File: src/rtl/address_gen3.sv
`default_nettype none
// ============================================================================
// Module   : address_gen3
// Purpose  : Six-level nested address generator. Emits
//            per*iter*per2*iter2*per3*iter3 addresses starting at start_i;
//            after each consumed element exactly one step term is added,
//            chosen by the innermost counter that has not reached its last
//            value. store_o flags elements whose level-1 index is inside
//            the duty window.
// Ports    : clk_i, rst_i (async, active high)
//            run_i          start / restart pulse, samples all config inputs
//            ignore_first_i consume the first element internally
//            ready_i        consumer ready (valid_o && ready_i consumes)
//            start_i, delay_i, per_i, duty_i, iter_i, incr_i, shift_i,
//            per2_i, iter2_i, incr2_i, shift2_i,
//            per3_i, iter3_i, incr3_i, shift3_i   configuration
//            valid_o, addr_o, store_o, done_o     element stream / status
// Revision : 1.0 - initial release
// ============================================================================
module address_gen3 #(
    parameter int ADDR_W   = 10,
    parameter int DATA_W   = 32,
    parameter int DELAY_W  = 7,
    parameter int PERIOD_W = 10
) (
    input  logic                clk_i,
    input  logic                rst_i,
    input  logic                run_i,
    input  logic                ignore_first_i,
    input  logic                ready_i,
    input  logic [ADDR_W-1:0]   start_i,
    input  logic [DELAY_W-1:0]  delay_i,
    input  logic [PERIOD_W-1:0] per_i,
    input  logic [PERIOD_W-1:0] duty_i,
    input  logic [ADDR_W-1:0]   iter_i,
    input  logic [ADDR_W-1:0]   incr_i,
    input  logic [ADDR_W-1:0]   shift_i,
    input  logic [PERIOD_W-1:0] per2_i,
    input  logic [ADDR_W-1:0]   iter2_i,
    input  logic [ADDR_W-1:0]   incr2_i,
    input  logic [ADDR_W-1:0]   shift2_i,
    input  logic [PERIOD_W-1:0] per3_i,
    input  logic [ADDR_W-1:0]   iter3_i,
    input  logic [ADDR_W-1:0]   incr3_i,
    input  logic [ADDR_W-1:0]   shift3_i,
    output logic                valid_o,
    output logic [ADDR_W-1:0]   addr_o,
    output logic                store_o,
    output logic                done_o
);

    // DATA_W has no datapath role; it is only sanity-checked at elaboration.
    if (DATA_W < 1) begin : g_chk_data_w
        $error("address_gen3: DATA_W must be positive");
    end

    typedef enum logic [1:0] {
        IDLE  = 2'd0,
        DELAY = 2'd1,
        GEN   = 2'd2
    } state_t;

    state_t              state_q;
    logic                valid_q, store_q, done_q, empty_q;
    logic [ADDR_W-1:0]   addr_q;
    logic [DELAY_W-1:0]  dly_q;

    // Latched configuration
    logic [PERIOD_W-1:0] per_q, duty_q, per2_q, per3_q;
    logic [ADDR_W-1:0]   iter_q, incr_q, shift_q;
    logic [ADDR_W-1:0]   iter2_q, incr2_q, shift2_q;
    logic [ADDR_W-1:0]   iter3_q, incr3_q, shift3_q;

    // Counters, innermost (f) to outermost (a)
    logic [PERIOD_W-1:0] cnt_f_q, cnt_d_q, cnt_b_q;
    logic [ADDR_W-1:0]   cnt_e_q, cnt_c_q, cnt_a_q;

    // The advance logic runs on live inputs during run_i so that an
    // ignored first element can be skipped in the same cycle as the start,
    // and on the registered state otherwise.
    logic [PERIOD_W-1:0] per_s, duty_s, per2_s, per3_s;
    logic [ADDR_W-1:0]   iter_s, incr_s, shift_s, iter2_s, incr2_s, shift2_s;
    logic [ADDR_W-1:0]   iter3_s, incr3_s, shift3_s, addr_s;
    logic [PERIOD_W-1:0] cnt_f_s, cnt_d_s, cnt_b_s;
    logic [ADDR_W-1:0]   cnt_e_s, cnt_c_s, cnt_a_s;

    assign per_s    = run_i ? per_i    : per_q;
    assign duty_s   = run_i ? duty_i   : duty_q;
    assign per2_s   = run_i ? per2_i   : per2_q;
    assign per3_s   = run_i ? per3_i   : per3_q;
    assign iter_s   = run_i ? iter_i   : iter_q;
    assign incr_s   = run_i ? incr_i   : incr_q;
    assign shift_s  = run_i ? shift_i  : shift_q;
    assign iter2_s  = run_i ? iter2_i  : iter2_q;
    assign incr2_s  = run_i ? incr2_i  : incr2_q;
    assign shift2_s = run_i ? shift2_i : shift2_q;
    assign iter3_s  = run_i ? iter3_i  : iter3_q;
    assign incr3_s  = run_i ? incr3_i  : incr3_q;
    assign shift3_s = run_i ? shift3_i : shift3_q;
    assign addr_s   = run_i ? start_i  : addr_q;
    assign cnt_f_s  = run_i ? '0 : cnt_f_q;
    assign cnt_e_s  = run_i ? '0 : cnt_e_q;
    assign cnt_d_s  = run_i ? '0 : cnt_d_q;
    assign cnt_c_s  = run_i ? '0 : cnt_c_q;
    assign cnt_b_s  = run_i ? '0 : cnt_b_q;
    assign cnt_a_s  = run_i ? '0 : cnt_a_q;

    // A configured count of zero behaves as a count of one.
    function automatic logic is_last_p(input logic [PERIOD_W-1:0] cnt,
                                       input logic [PERIOD_W-1:0] n);
        logic [PERIOD_W-1:0] n_eff;
        n_eff = (n == '0) ? PERIOD_W'(1) : n;
        return cnt == (n_eff - PERIOD_W'(1));
    endfunction

    function automatic logic is_last_a(input logic [ADDR_W-1:0] cnt,
                                       input logic [ADDR_W-1:0] n);
        logic [ADDR_W-1:0] n_eff;
        n_eff = (n == '0) ? ADDR_W'(1) : n;
        return cnt == (n_eff - ADDR_W'(1));
    endfunction

    logic [PERIOD_W-1:0] cnt_f_d, cnt_d_d, cnt_b_d;
    logic [ADDR_W-1:0]   cnt_e_d, cnt_c_d, cnt_a_d, addr_d;
    logic                store_d, last_w;

    always_comb begin
        cnt_f_d = cnt_f_s;
        cnt_e_d = cnt_e_s;
        cnt_d_d = cnt_d_s;
        cnt_c_d = cnt_c_s;
        cnt_b_d = cnt_b_s;
        cnt_a_d = cnt_a_s;
        addr_d  = addr_s;
        last_w  = 1'b0;
        if (!is_last_p(cnt_f_s, per_s)) begin
            cnt_f_d = cnt_f_s + PERIOD_W'(1);
            addr_d  = addr_s + incr_s;
        end else if (!is_last_a(cnt_e_s, iter_s)) begin
            cnt_f_d = '0;
            cnt_e_d = cnt_e_s + ADDR_W'(1);
            addr_d  = addr_s + shift_s;
        end else if (!is_last_p(cnt_d_s, per2_s)) begin
            cnt_f_d = '0;
            cnt_e_d = '0;
            cnt_d_d = cnt_d_s + PERIOD_W'(1);
            addr_d  = addr_s + incr2_s;
        end else if (!is_last_a(cnt_c_s, iter2_s)) begin
            cnt_f_d = '0;
            cnt_e_d = '0;
            cnt_d_d = '0;
            cnt_c_d = cnt_c_s + ADDR_W'(1);
            addr_d  = addr_s + shift2_s;
        end else if (!is_last_p(cnt_b_s, per3_s)) begin
            cnt_f_d = '0;
            cnt_e_d = '0;
            cnt_d_d = '0;
            cnt_c_d = '0;
            cnt_b_d = cnt_b_s + PERIOD_W'(1);
            addr_d  = addr_s + incr3_s;
        end else if (!is_last_a(cnt_a_s, iter3_s)) begin
            cnt_f_d = '0;
            cnt_e_d = '0;
            cnt_d_d = '0;
            cnt_c_d = '0;
            cnt_b_d = '0;
            cnt_a_d = cnt_a_s + ADDR_W'(1);
            addr_d  = addr_s + shift3_s;
        end else begin
            last_w = 1'b1;
        end
    end

    // duty >= per naturally yields 1 for every f < per.
    assign store_d = (duty_s == '0) || (cnt_f_d < duty_s);

    always_ff @(posedge clk_i or posedge rst_i) begin
        if (rst_i) begin
            state_q  <= IDLE;
            valid_q  <= 1'b0;
            store_q  <= 1'b0;
            done_q   <= 1'b1;
            empty_q  <= 1'b0;
            addr_q   <= '0;
            dly_q    <= '0;
            per_q    <= '0;  duty_q   <= '0;  per2_q   <= '0;  per3_q   <= '0;
            iter_q   <= '0;  incr_q   <= '0;  shift_q  <= '0;
            iter2_q  <= '0;  incr2_q  <= '0;  shift2_q <= '0;
            iter3_q  <= '0;  incr3_q  <= '0;  shift3_q <= '0;
            cnt_f_q  <= '0;  cnt_e_q  <= '0;  cnt_d_q  <= '0;
            cnt_c_q  <= '0;  cnt_b_q  <= '0;  cnt_a_q  <= '0;
        end else if (run_i) begin
            // run_i wins over any handshake in the same cycle.
            per_q    <= per_i;   duty_q   <= duty_i;
            per2_q   <= per2_i;  per3_q   <= per3_i;
            iter_q   <= iter_i;  incr_q   <= incr_i;  shift_q  <= shift_i;
            iter2_q  <= iter2_i; incr2_q  <= incr2_i; shift2_q <= shift2_i;
            iter3_q  <= iter3_i; incr3_q  <= incr3_i; shift3_q <= shift3_i;
            dly_q    <= delay_i;
            done_q   <= 1'b0;
            if (ignore_first_i && !last_w) begin
                cnt_f_q <= cnt_f_d;  cnt_e_q <= cnt_e_d;  cnt_d_q <= cnt_d_d;
                cnt_c_q <= cnt_c_d;  cnt_b_q <= cnt_b_d;  cnt_a_q <= cnt_a_d;
                addr_q  <= addr_d;
                store_q <= store_d;
                empty_q <= 1'b0;
            end else begin
                cnt_f_q <= '0;  cnt_e_q <= '0;  cnt_d_q <= '0;
                cnt_c_q <= '0;  cnt_b_q <= '0;  cnt_a_q <= '0;
                addr_q  <= start_i;
                store_q <= 1'b1;   // f = 0 is always inside the duty window
                // A single-element sequence with ignore_first has nothing to show.
                empty_q <= ignore_first_i;
            end
            if (delay_i == '0) begin
                state_q <= GEN;
                valid_q <= !(ignore_first_i && last_w);
            end else begin
                state_q <= DELAY;
                valid_q <= 1'b0;
            end
        end else begin
            case (state_q)
                DELAY: begin
                    dly_q <= dly_q - DELAY_W'(1);
                    if (dly_q == DELAY_W'(1)) begin
                        state_q <= GEN;
                        valid_q <= !empty_q;
                    end
                end
                GEN: begin
                    if (!valid_q) begin
                        state_q <= IDLE;
                        done_q  <= 1'b1;
                    end else if (ready_i) begin
                        if (last_w) begin
                            state_q <= IDLE;
                            valid_q <= 1'b0;
                            done_q  <= 1'b1;
                        end else begin
                            cnt_f_q <= cnt_f_d;  cnt_e_q <= cnt_e_d;
                            cnt_d_q <= cnt_d_d;  cnt_c_q <= cnt_c_d;
                            cnt_b_q <= cnt_b_d;  cnt_a_q <= cnt_a_d;
                            addr_q  <= addr_d;
                            store_q <= store_d;
                        end
                    end
                end
                IDLE: begin
                    valid_q <= 1'b0;
                end
                default: begin
                    state_q <= IDLE;
                    valid_q <= 1'b0;
                    done_q  <= 1'b1;
                end
            endcase
        end
    end

    assign valid_o = valid_q;
    assign addr_o  = addr_q;
    assign store_o = store_q;
    assign done_o  = done_q;

endmodule
`default_nettype wire

File: config.mk
export PLATFORM = sky130hd
export DESIGN_NAME = address_gen3
export DESIGN_NICKNAME = d
export VERILOG_FILES = /design/src/rtl/address_gen3.sv
export SDC_FILE = /design/constraint.sdc
export NUM_CORES = 1
export LEC_CHECK = 0
export CORE_ASPECT_RATIO = 1.1
export CORE_MARGIN = 10
export CORE_UTILIZATION = 40
export DETAILED_ROUTE_END_ITERATION = 10
export GPL_TIMING_DRIVEN = 1
export SKIP_LAST_GASP = 1
export SLEW_MARGIN = 15
export SYNTH_ARGS = -nofsm -noshare
export SYNTH_HDL_FRONTEND = slang
export SYNTH_SLANG_ARGS = --single-unit
File: constraint.sdc
create_clock -name clk_i -period 8 [get_ports clk_i]
set_input_delay 0.8 -clock clk_i [delete_from_list [all_inputs] [get_ports clk_i]]
set_output_delay 0.8 -clock clk_i [all_outputs]
set_load 0.02 [all_outputs]
; Word level (Yosys, flattened, before mapping)
; Cells that the tools add are included.
[word_totals]
ff_bits = 213
input_bits = 152
output_inout_bits = 13
elab_cells = 228
[op_classes]
n_addsub = 19
order_cmp = 1
eq_ne = 15
mux = 144
n_reduce_logical = 23
[ops]
columns = cell, n
row1 = $mux W10, 110
row2 = $logic_not A10 Y1, 7
row3 = $add A10 B1 Y10 const B, 6
row4 = $add A10 B10 Y10, 6
row5 = $eq A10 B10 Y1, 6
row6 = $sub A10 B1 Y10 const B, 6
row7 = $mux W1, 23
row8 = $mux W7, 2
row9 = $mux W2, 6
row10 = $lt A10 B10 Y1, 1
row11 = $ne A4 B4 Y1 const B, 2
row12 = $reduce_and A4 Y1, 2
row13 = $reduce_bool A2 Y1, 4
row14 = $eq A7 B1 Y1 const B, 1
row15 = $logic_not A7 Y1, 1
row16 = $sub A7 B1 Y7 const B, 1
row17 = $pmux W2 S3, 1
row18 = $ne A2 B2 Y1 const B, 2
row19 = $pmux W1 S2, 2
row20 = $logic_not A1 Y1, 3
row21 = $ne A3 B3 Y1 const B, 1
row22 = $reduce_and A3 Y1, 1
row23 = $eq A2 B1 Y1 const B, 1
row24 = $eq A2 B2 Y1 const B, 1
row25 = 5 further kinds, 6

; Longest topological paths before layout
[logic_depth]
depth_word = 18
mapped_depth = 38
mapped_depth_nobuf = 26

; Worst setup path before layout
; Ideal clock, no wire load.
[synth_path]
kind = input to register
from = input run_i
to = register store_q (netlist: store_o)
setup_time_ns = 0.079
arrival_ns = 8.278
required_ns = 7.921
path_slack_ns = -0.358
cell_stages = 38
path_buffers = 15
path_cell_list = buf_4 -> buf_6 -> buf_2 -> buf_2 -> clkbuf_1 -> buf_2 -> buf_2 -> buf_2 -> buf_1 -> buf_1 -> clkbuf_1 -> buf_2 -> mux2i_1 -> ha_1 -> nor4bb_1 -> nor3_1 -> or3b_2 -> a22o_1 -> [... 2 more ...] -> clkbuf_1 -> and4_1 -> clkbuf_1 -> clkbuf_1 -> o21ai_0 -> a21oi_1 -> ha_1 -> a21oi_1 -> nor2b_1 -> o21ai_0 -> nand2b_1 -> a21oi_1 -> nor2b_1 -> o21ai_0 -> nand2b_1 -> a21oi_1 -> o31ai_1 -> a2bb2oi_1
[synth_between]
elab_chain_len = 18
word_cells_on_any_way = 66
[synth_lines]
columns = element, line
row1 = from (decl), 28  ; input logic run_i,
row2 = $mux W10, n/a
row3 = $logic_not A10 Y1, 119  ; n_eff = (n == '0) ? ADDR_W'(1) : n;
row4 = $mux W10, 119
row5 = $sub A10 B1 Y10, 120  ; return cnt == (n_eff - ADDR_W'(1));
row6 = $eq A10 B10 Y1, 120
row7 = $mux W10, 161  ; end else if (!is_last_a(cnt_a_s, iter3_s)) begin
row8 = $mux W10, 154  ; end else if (!is_last_p(cnt_b_s, per3_s)) begin
row9 = $mux W10, 148  ; end else if (!is_last_a(cnt_c_s, iter2_s)) begin
row10 = [... 2 more ...], n/a
row11 = $mux W10, 136  ; if (!is_last_p(cnt_f_s, per_s)) begin
row12 = $lt A10 B10 Y1, 175  ; assign store_d = (duty_s == '0) || (cnt_f_d < duty_s);
row13 = $logic_or A1 B1 Y1, 175
row14 = $mux W1, 236  ; if (last_w) begin
row15 = $mux W1, 235  ; end else if (ready_i) begin
row16 = $mux W1, 232  ; if (!valid_q) begin
row17 = $mux W1, 223  ; case (state_q)
row18 = $mux W1, 192  ; end else if (run_i) begin
row19 = to (signal assigned), 205  ; store_q <= store_d;
row20 = to (signal assigned), 245  ; store_q <= store_d;
row21 = to (decl), 64  ; logic valid_q, store_q, done_q, empty_q;
; Parallel ways exist; a longest one is shown, timed or not. The select of a mux whose other input is x is not followed.
; A chain may end at the register's enable or synchronous reset.

; Worst setup path in the final report
; Same ends and word-level chain as after synthesis.

==> impl_metrics.yaml <==
outcome:
  status: "finished clean"
worst_hold_path:
  hp-class: "register to register"
floorplan:
  fp.coreArea_um2: 39300
  num_rows: 76
  io_pins: 165
  start_util: 0.405
  dieWidth_um: 210
  die_area_um2: 48200
  fp.dieH_um: 229
critical_path:
  critPathRequiredTime_ns: 8.49
  cp_slowest_stage_delay_ns: 0.50
  cp_slowest_cell: "and4b_1"
  end_kind: "register"
  crit_path_max_fanout: 125
  start_kind: "input pin"
  path_common_cell: "a21oi_1"
  crit_type: "input pin to register"
  critical_path_arrival_ns: 6.94
  rrSetupSlack_ns: 1.94
logic_synthesis:
  synth_area_leaders: "dfrtp_1 33%, mux2_2 7.1%, ha_1 6.3%"
  ys_seq_area_frac: 0.335
  netlist_instances: 1799
  yosysMostFrequentCell: "dfrtp_1"
  async_flop_share: 1.00
  yosysTopAreaCellShare: 0.333
  synth.largest_area_cell: "dfrtp_1"
  netlist_top_cells_count: "212 x dfrtp_1, 154 x o21ai_0, 141 x nand2_1"
  yosysUniqueCellTypes: 84
  synth_area_per_cell_um2: 8.85
  synth-edff-count: 0
  netlist_area_um2: 15900
  syn_nets: 2037
  ys.flop_type: "dfrtp_1"
  synth-seq-cells: 213
  synth_warnings: 0
cts:
  clock-root-buffer: "clkbuf_16"
  cts_hold_buf: 0
  clock_latency_ns: 0.56
  cts_max_path_buffers: 3
  cts_resized: 0
  htreeDepth: 1
  cts_tree: "built"
  postCtsSetupRepairBufs: 0
  cts_made_buffers: 27
  clock_sinks: 213
  clk_pin_slew_worst_paths_ns: 0.06
drt:
  dr.pass1.iters: 6
  wirelength_um: 50600
  wl_met1_um: 22900
  routed-wl-met3_um: 2970
  post-route-drc-count: 0
  wl_met2_um: 23300
  wl_per_cell_um: 20.5
  via_per_inst: 5.79
  drtIter0Drc: 1110
  vias: 14300
  top_layer: "met4"
  drt.antenna.violating_nets: 0
pwr:
  p_leak_uw: 0.00807
  power_density_nw_per_um2: 195
  ir_drop_mv: 0.140
global_route:
  grt_overflow: 0
  antenna_found_initial: 0
  grt_pass1_wl_um: 80300
  track_usage: 0.204
  grt_pass1_vias: 14300
  grt_start_max_net_pins: 126
cells_and_area:
  antenna_cells: 0
  syn_to_final_growth_pct: 19.9
  final_cells: 2472
  nets: 2183
  fin_area_um2: 19100
  layout-drive-gt1-share: 0.109
  fillers: 3701
timing:
  fin_crit_ns: 6.45
  tns_ns: 0
  timing.final.crit_share: 0.806
  finClkSkew_ns: 0.0122
  relSlewSlack: 0.243
  worstMarginPinSlew_ns: 1.13
  maxSlewViolCount: 0
  setup_viol: 0
  final-hold-violation-count: 0
  clock.fmax_mhz: 155
  rsz0062_at_grt: "false"
placement:
  place_congestion: 0.900
  io_buffers: 164
  dp_hpwl_um: 37700
  place_inst: 2423
  placed_area_um2: 18100
flow_run:
  drv_cap: 0
-- critical path: cells and delay by family --
kind	cells	cell delay, ns
AND/OR/NAND/NOR	12	2.89
AO/OA/AOI/OAI	12	2.11
adder cells (fa/ha/maj)	2	0.58
buffers and inverters	1	0.48
-- placed cells by master, fill, tap and decap left out, types with 28 or more instances in the layout --
cell type	instances
a21oi_1	104
buf_4	29
clkdlybuf4s50_1	163
dfrtp_1	212
ha_1	80
inv_1	98
mux2_2	101
mux2i_1	53
nand2_1	141
nand3_1	49
nor2_1	102
nor2b_1	42
nor3_1	52
nor3b_1	28
o21ai_0	154
or3_1	29
xnor2_1	78
xor2_1	40
-- metrics by stage --
stage,hold WS [ns],worst slack (ns),util,total power (uW)
after global placement,0.493,1.15,0.462,2380
after CTS,0.512,1.55,0.486,3740
after detailed placement,0.497,0.915,0.462,2400
after floorplan,0.464,0.0268,-,2030
final,0.503,1.55,0.486,3720
after global routing,0.521,1.00,0.486,3920
-- per-layer routing --
layer | track usage | vias to the layer above
met2 | 0.331 | 461
li1 | - | 6821
met3 | 0.0292 | 83
met4 | 0.0684 | 0
met1 | 0.273 | 6957
met5 | 0 | -
-- final timing paths --
| kind | endpoint | from | depth (start not counted) |
|---|---|---|---|
| min in group asynchronous | addr_o[1] | rst_i | 2 |
| max in group asynchronous | per2_q[2] | rst_i | 3 |
| hold reg to reg | shift2_q[5] | shift2_q[5] | 1 |
| hold / removal | shift2_q[5] | shift2_q[5] | 1 |
| setup / recovery | store_o | run_i | 27 |
| setup reg to reg | store_o | iter2_q[5] | 26 |
-- final cells by class --
cell class                      count  area (um^2)  share of cell area
Clock buffer                       31          721              0.0377
Clock inverter                     18          236              0.0124
Inverter                          100          383              0.0201
Multi-Input combinational cell   1409         9900               0.519
Sequential cell                   213         5330               0.279
Tap cell                          507          634              0.0332
Timing Repair Buffer              194         1880              0.0987
-- cell families (layout without fill, tap and decap cells) --
| kind of cell | Yosys count | count (layout) | share of synthesized area |
|---|---|---|---|
| DFF | 213 | 213 | 0.335 |
| and+or+nand+nor | 596 | 596 | 0.201 |
| xor gates and xnor gates | 119 | 119 | 0.0663 |
| adders and majority gates | 86 | 86 | 0.0704 |
| buffers and inverters | 177 | 343 | 0.0439 |
| muxes | 154 | 154 | 0.105 |
| AOI/OAI and AO/OA | 454 | 454 | 0.179 |
-- report_power, final --
| group | switching, uW | internal (uW) | leakage (uW) |
|---|---|---|---|
| clock network | 515 | 809 | 0.000475 |
| registers | 74.7 | 1170 | 0.00263 |
| logic | 622 | 528 | 0.00496 |
| total | 1210 | 2510 | 0.00807 |
(Power assumes the default switching activity.)
